## config.mk

```make
export PLATFORM = sky130hd
export DESIGN_NAME = bp_resolve_unit
export DESIGN_NICKNAME = d
export VERILOG_FILES = /design/src/rtl/bp_resolve_unit.sv
export SDC_FILE = /design/constraint.sdc
export NUM_CORES = 1
export LEC_CHECK = 0
export CAP_MARGIN = 15
export CORE_MARGIN = 2
export CORE_UTILIZATION = 48
export DETAILED_ROUTE_END_ITERATION = 16
export PLACE_DENSITY = 0.83
export RECOVER_POWER = 50
export SYNTH_ARGS = -nofsm -noshare
export SYNTH_HDL_FRONTEND = slang
export SYNTH_SLANG_ARGS = --single-unit
```

## constraint.sdc

```tcl
create_clock -name CLK -period 4.21 [get_ports CLK]
set_clock_uncertainty 0.1 [all_clocks]
set_input_delay 0.6315 -clock CLK [delete_from_list [all_inputs] [get_ports CLK]]
set_output_delay 0.6315 -clock CLK [all_outputs]
set_load 0.1 [all_outputs]
```

## src/rtl/bp_resolve_unit.sv

```systemverilog
// Fetch-PC sequencer plus an in-order FIFO of in-flight predictions. It checks each
// resolved instruction against its recorded prediction, redirects and flushes on a mismatch, and issues predictor updates.
module bp_resolve_unit #(
  parameter int          DEPTH    = 4,
  parameter logic [31:0] RESET_PC = 32'h0000_0000
) (
  input  logic        CLK,
  input  logic        nRST,
  input  logic        stall,
  output logic [31:0] current_PC,
  input  logic [31:0] predicted_PC,
  input  logic        ex_valid,
  input  logic        ex_is_branch,
  input  logic        ex_taken,
  input  logic [31:0] ex_PC,
  input  logic [31:0] ex_target,
  output logic        Wr_enable,
  output logic        is_taken,
  output logic [31:0] update_PC,
  output logic [31:0] update_target_PC,
  output logic        flush,
  output logic        full
);

  localparam int PTR_W = $clog2(DEPTH);
  localparam int CNT_W = PTR_W + 1;

  logic [31:0]      pc_reg;
  logic [31:0]      pred_mem [DEPTH];
  logic [PTR_W-1:0] wr_ptr;
  logic [PTR_W-1:0] rd_ptr;
  logic [CNT_W-1:0] count;

  logic        resolve;
  logic        mispredict;
  logic        fetch_en;
  logic        pop;
  logic [31:0] actual_next;

  // Only the predicted next PC of each entry is kept. Resolution compares against
  // ex_PC/ex_target, so the fetch PC half of the pushed pair is never read back.
  assign current_PC  = pc_reg;
  assign full        = (count == CNT_W'(DEPTH));
  assign resolve     = ex_valid && (count != '0);
  assign actual_next = (ex_is_branch && ex_taken) ? ex_target : ex_PC + 32'd4;
  assign mispredict  = resolve && (pred_mem[rd_ptr] != actual_next);
  assign fetch_en    = !stall && !full && !mispredict;
  assign pop         = resolve && !mispredict;

  always_ff @(posedge CLK) begin
    if (fetch_en) begin
      pred_mem[wr_ptr] <= predicted_PC;
    end
  end

  always_ff @(posedge CLK or negedge nRST) begin
    if (!nRST) begin
      pc_reg <= RESET_PC;
      wr_ptr <= '0;
      rd_ptr <= '0;
      count  <= '0;
      flush  <= 1'b0;
    end else begin
      flush <= mispredict;
      if (mispredict) begin
        pc_reg <= actual_next;
        wr_ptr <= '0;
        rd_ptr <= '0;
        count  <= '0;
      end else begin
        if (fetch_en) begin
          pc_reg <= predicted_PC;
          wr_ptr <= wr_ptr + PTR_W'(1);
        end
        if (pop) begin
          rd_ptr <= rd_ptr + PTR_W'(1);
        end
        case ({fetch_en, pop})
          2'b10:   count <= count + CNT_W'(1);
          2'b01:   count <= count - CNT_W'(1);
          default: count <= count;
        endcase
      end
    end
  end

  // A non-branch that was predicted taken writes not-taken, which clears the stale entry.
  always_ff @(posedge CLK or negedge nRST) begin
    if (!nRST) begin
      Wr_enable        <= 1'b0;
      is_taken         <= 1'b0;
      update_PC        <= '0;
      update_target_PC <= '0;
    end else if (resolve && (ex_is_branch || mispredict)) begin
      Wr_enable        <= 1'b1;
      is_taken         <= ex_is_branch && ex_taken;
      update_PC        <= ex_PC;
      update_target_PC <= ex_target;
    end else begin
      Wr_enable <= 1'b0;
    end
  end

endmodule

```

==> impl_results.md, run 1 <==
* Syn nets at 861
* Async SR Flop Fraction at 0.453
* Worst slack, placed at -0.809 ns
* Hold-fix buffers, CTS at 0
* Final wirelength at 31700 µm
* Syn_area_per_cell at 14.6 µm²
* PD cells at 763 mW/mm²
* Outcome: finished, violations left
* Failing checks: capacitance limit, slew limit
* Clock share of power at 0.167
* Proportion of netlist area held by the largest area contributor at 0.349
* Die Height at 155 µm
* Combinational Power Share at 0.539
* CTS tree: built
* Most common cell after layout, fill and taps aside: buf_4
* LEAKAGE at 0.00622 µW
* Ports at 202
* Die area at 0.0242 mm²
* Max H-tree Level at 1
* # fillers at 1482
* # DRC at 0
* Max_cap viols at 1
* Post-DP HPWL at 23300 µm
* DR WL/cell at 22.6 µm
* CP Launch Type: primary input
* FP Rows at 55
* Setup violations, final at 0
* Post-route ant nets at 0
* Iteration-0 DRC Markers at 789
* Seq pwr share at 0.294
* Final Cycle Share at 0.989
* Worst hold path class: flop to flop
* Seq/Total Area, Yosys at 0.590
* Count of state elements after synthesis at 234
* Clock transition at the registers of the reported paths at 0.06 ns
* CTS max path bufs at 3
* Largest net degree at the start of global routing at 65
* P_int at 5990 µW
* Vias in the first global route at 8210
* Setup slack after layout at 0.0476 ns
* DR pass1 iterations at 5
* Final core utilization at 0.681
* Crit path kind: primary input to flop
* Fmax at 240 MHz
* CP max FO at 6
* Initial antenna violation count at 3
* Slew Limit Fails at 44
* Top area cells in the synthesized netlist: edfxtp_1 35%, dfrtp_1 24%, mux4_2 6.5%, mux2i_1 6.0%, mux2_4 5.2%
* Slew Limit Headroom at -0.721
* Die extent in x at 155 µm
* Endpoint class of the critical path: flop
* Most frequent cells in the layout: 145 x buf_4, 128 x edfxtp_1, 114 x clkdlybuf4s50_1, 105 x dfrtp_1, 81 x dlygate4sd3_1
* CTS Buf Count at 23
* Cells after DPL at 1352
* Area Overhead vs Synth at 39.6%
* WP data arrival at 4.45 ns
* Worst ir drop on vdd at 0.501 mV
* Sink Count at 234
* Tmin final at 4.16 ns
* Synth warn at 0
* Post-synthesis instance total at 753
* Worst Tran Pin Value at 2.58 ns
* CP required at 4.50 ns
* Post-synth EDFFs at 128
* DR vias at 8107
* First-pass GRT wire length at 47500 µm
* Top_reg_cell synth: edfxtp_1
* Core area at 0.0226 mm²
* Total track usage at 0.258
* Hold Vio Cnt, Final at 0
* Synth unique cells at 61
* PortBufs at 201
* Area leader, netlist: edfxtp_1
* WHS at 0.405 ns
* Share of layout cells above drive strength 1 at 0.297
* Clock Tree Root: clkbuf_16
* Psw at 5740 µW
* GRT overflow at 0
* Post-route insts no fill at 1402
* Net Sw Frac at 0.489
* Routability cong. at 0.872
* Worst skew pair latency at 0.50 ns
* Cell area after synthesis at 0.0110 mm²
* Initial core utilization at 0.488
* Layout net count at 1208
* Post-DR vias/cell at 5.78
cells in the mapped netlist (9+ instances only):
master / n
a21oi_1: 16
and3_1: 10
buf_2: 13
clkbuf_1: 14
dfrtp_1: 106
edfxtp_1: 128
inv_1: 11
mux2_2: 31
mux2_4: 38
mux2i_1: 66
mux4_2: 32
nand2_1: 45
nand3_1: 15
nand4_1: 13
nor2_1: 25
nor4_1: 13
o21ai_0: 15
o31ai_1: 10
or4_1: 9
xnor2_1: 32
xor2_1: 15
path summary, 6_finish.rpt:
check | start | end | slack (ns) | cells past startpoint
max | ex_PC[8] | count[2] | 0.05 | 17
min | update_target_PC[4] | update_target_PC[4] | 0.40 | 1
max reg2reg | rd_ptr[0] | count[2] | 0.18 | 14
min reg2reg | update_target_PC[4] | update_target_PC[4] | 0.40 | 1
max in group asynchronous | nRST | current_PC[5] | 0.65 | 2
min in group asynchronous | nRST | update_target_PC[29] | 0.84 | 1
power by group through the flow:
stage          clock, µW  sequential [µW]  combinational (µW)
3_3_place_gp           0             3450                6280
3_5_place_dp           0             3490                6370
4_1_cts             1980             3460                6410
6_report            1960             3450                6320
2_1_floorplan          0             6780                1330
5_1_grt             2070             3520                6510
logic make-up (layout without fill, tap and decap cells):
family,Yosys count,count (layout),synth area share
AOI/OAI and AO/OA,83,83,0.0524
xor gates and xnor gates,48,48,0.0395
adders and majority gates,6,6,0.00750
buffers and inverters,52,415,0.0247
DFF,234,234,0.590
muxes,167,167,0.209
other,0,1,0
and+or+nand+nor,163,163,0.0771
routing by layer:
layer  track usage  share of wire  up-vias
li1              -              -     3585
met1         0.349           0.41     4043
met2         0.422           0.48      405
met3        0.0538          0.087       72
met4        0.0804          0.030        2
met5             0        0.00041        -
area by class of cell:
class	count	area (µm²)	share of cell area
Inverter	11	41.3	0.00269
Sequential cell	234	6500	0.423
Clock inverter	11	83.8	0.00545
Antenna cell	1	2.50	0.000163
Multi-Input combinational cell	467	4370	0.284
Clock buffer	30	632	0.0411
Tap cell	285	357	0.0232
Timing Repair Buffer	363	3390	0.220
repair_timing:
| item | CTS | global route |
|---|---|---|
| buffers inserted | 1 | 7 |
| pin swaps | 3 | 12 |
| endpoints found under the setup margin | 64 | 197 |
| resized for setup | 11 | 23 |
| endpoints found under the hold margin | 0 | 0 |
registers in the layout, indices dropped and copies added, names as in the netlist:
signal,cells
pred_mem,128
current_PC,32
update_PC,32
update_target_PC,32
count,3
rd_ptr,2
wr_ptr,2
Wr_enable,1
flush,1
is_taken,1
worst max-delay path: stages:
cell	delay, ns
clkdlybuf4s50_1	0.50
nand4_1	0.18
buf_6	0.19
or3_4	0.34
a31oi_4	0.18
xor2_1	0.10
or4_1	0.53
nor4_2	0.32
buf_4	0.16
nand4_1	0.09
buf_4	0.18
nor2_4	0.12
fa_2	0.22
inv_1	0.07
o311ai_2	0.25
a21oi_1	0.10
a211o_1	0.29
through the flow:
stage / power, µW / setup TNS, ns / instance area [µm²]
3_3_place_gp: 9740 / -92.39 / 14500
6_report: 11700 / 0 / 15400
4_1_cts: 11900 / 0 / 15200
5_1_grt: 12100 / -0.320 / 15400
3_5_place_dp: 9870 / -115.71 / 14500
2_1_floorplan: 8100 / -6.96 / 11000
Power figures use the tool's default switching activity.
==> run 2, diff against run 1 <==
- CORE_ASPECT_RATIO: not set -> 2
- CORE_MARGIN: 2 -> 4
==> impl_results.md, run 2 (synthesized netlist as in run 1, its figures left out) <==
* Outcome: finished, violations left
* Failing checks: capacitance limit, slew limit
* Endpoint class of the critical path: flop
* Layout net count at 1177 (-2.6%)
* Worst hold path class: primary input to flop
* Setup violations, final at 0 (unchanged)
* PD cells at 768 mW/mm² (+0.71%)
* Worst skew pair latency at 0.51 ns (about the same)
* DR top layer: met5
* Sink Count at 234 (unchanged)
* Die Height at 222 µm (+43%)
* CTS tree: built
* Worst r2r src: rd_ptr[0]
* CTS Buf Count at 21 (-8.7%)
* Combinational Power Share at 0.547 (+0.008)
* Max_cap viols at 1 (unchanged)
* Clock Tree Root: clkbuf_16
* LEAKAGE at 0.00609 µW (-2.1%)
* DR pass1 iterations at 5 (unchanged)
* Post-route insts no fill at 1365 (-2.6%)
* Core area at 0.0226 mm² (+0.31%)
* Initial antenna violation count at 4 (+1)
* # fillers at 1580 (+6.6%)
* Hold path cells at 2 (+1)
* Worst setup startpoint: ex_PC[7]
* Setup slack after layout at 0.0997 ns (+0.0521 ns)
* Slew Limit Headroom at -1.01 (-0.290)
* Max reg flops at 128 (unchanged)
* P_int at 5870 µW (-2.0%)
* Most common cell after layout, fill and taps aside: edfxtp_1
* Final Cycle Share at 0.976 (-0.0124)
* Post-DR vias/cell at 5.80 (+0.34%)
* Seq pwr share at 0.296 (+0.002)
* Max H-tree Level at 1 (unchanged)
* Worst Tran Pin Value at 3.02 ns (+0.434 ns)
* WP data arrival at 4.40 ns (-0.05 ns)
* Post-route ant nets at 0 (unchanged)
* # DRC at 0 (unchanged)
* Final wirelength at 31500 µm (-0.81%)
* GRT overflow at 0 (unchanged)
* CP required at 4.50 ns (about the same)
* Vias in the first global route at 8263 (+0.65%)
* Wire length on met2 at 16900 µm (+12%)
* Met1 wire length at 11200 µm (-13%)
* Net Sw Frac at 0.495 (+0.00597)
* Area Overhead vs Synth at 37.4%
* Ports at 202 (unchanged)
* Largest net degree at the start of global routing at 49 (-25%)
* Initial core utilization at 0.486 (-0.00151)
* Routability cong. at 0.946 (+8.5%)
* CP max FO at 17 (+11)
* Fmax at 243 MHz (+1.3%)
* CP Launch Type: primary input
* Hold Vio Cnt, Final at 0 (unchanged)
* Most frequent cells in the layout: 128 x edfxtp_1, 115 x buf_4, 113 x clkdlybuf4s50_1, 105 x dfrtp_1, 81 x dlygate4sd3_1
* Iteration-0 DRC Markers at 690 (-13%)
* Worst ir drop on vdd at 0.703 mV (+40%)
* Post-DP HPWL at 23100 µm (-0.69%)
* Die extent in x at 115 µm (-26%)
* Met3 WL at 1600 µm (-42%)
* First-pass GRT wire length at 47000 µm (-1.0%)
* DR vias at 7920 (-2.3%)
* Worst slack, placed at -0.636 ns (+0.173 ns)
* PortBufs at 201 (unchanged)
* Slew Limit Fails at 49 (+11%)
* Cells after DPL at 1321 (-2.3%)
* Tmin final at 4.11 ns (-0.0521 ns)
* Total track usage at 0.240 (-0.0176)
* FP Rows at 78 (+42%)
* Hold wc startpoint: ex_PC[11]
* Clock share of power at 0.157 (-0.010)
* Share of layout cells above drive strength 1 at 0.275 (-0.0223)
* CTS max path bufs at 3 (unchanged)
* Most flops, register: pred_mem
* Hold-fix buffers, CTS at 0 (unchanged)
* Die area at 0.0256 mm² (+5.8%)
* Crit path kind: primary input to flop
* R2r worst-path depth at 11 (-3)
* DR WL/cell at 23.0 µm (+1.9%)
* Setup tns final at 0 ns (unchanged)
* Psw at 5760 µW (+0.34%)
* Clock transition at the registers of the reported paths at 0.06 ns (about the same)
run 2: power by group through the flow:
stage	logic (µW)	clock network [µW]	registers, µW
after global routing	6530	1960	3500
after floorplan	1330	0	6780
after CTS	6380	1870	3450
after detailed placement	6360	0	3480
final	6360	1830	3440
after global placement	6280	0	3440
run 2: critical path, stage by stage:
cell             delay (ns)
clkdlybuf4s50_1        0.52
nand4_1                0.18
or4_4                  0.62
or4_1                  0.51
a31o_1                 0.22
xnor2_1                0.15
nor4_2                 0.29
nand4_1                0.20
buf_6                  0.20
o21ai_4                0.16
buf_12                 0.17
clkbuf_16              0.22
mux2_4                 0.31
run 2: area by class of cell:
| cell class | instances | area (µm²) | share of cell area |
|---|---|---|---|
| diodes | 2 | 5.00 | 0.000331 |
| clock buffers | 25 | 541 | 0.0357 |
| clock inverters | 12 | 103 | 0.00678 |
| inverters | 11 | 41.3 | 0.00273 |
| multi-input cells | 467 | 4380 | 0.289 |
| flip-flops and latches | 234 | 6500 | 0.429 |
| well taps | 280 | 350 | 0.0231 |
| repair buffers | 334 | 3220 | 0.213 |
run 2: path summary, 6_finish.rpt:
| kind | endpoint | slack (ns) |
|---|---|---|
| hold reg to reg | update_PC[12] | 0.40 |
| setup / recovery | update_target_PC[12] | 0.1 |
| setup reg to reg | update_target_PC[12] | 0.26 |
| min in group asynchronous | current_PC[21] | 1.01 |
| max in group asynchronous | current_PC[1] | 0.80 |
| hold / removal | update_PC[11] | 0.40 |
run 2: repair_timing:
item                                    in CTS  in global routing
endpoints found under the setup margin      18                194
resized for setup                           11                 20
gates cloned                                 0                  2
pin swaps                                    0                 10
setup buffers                                1                  2
run 2: per-layer routing:
metal	vias up	global-route usage
met4	2	0.113
met1	3994	0.282
met5	-	0
met2	322	0.426
li1	3516	-
met3	86	0.0313
run 2: metrics by stage:
| step | cell area (µm²) | total power (µW) | hold WS, ns | util |
|---|---|---|---|---|
| floorplan | 11000 | 8100 | 0.236 | - |
| global placement | 14300 | 9730 | 0.390 | 0.630 |
| detailed placement | 14300 | 9840 | 0.392 | 0.630 |
| CTS | 15000 | 11700 | 0.0795 | 0.661 |
| global route | 15100 | 12000 | 0.421 | 0.668 |
| finish | 15100 | 11600 | 0.397 | 0.668 |
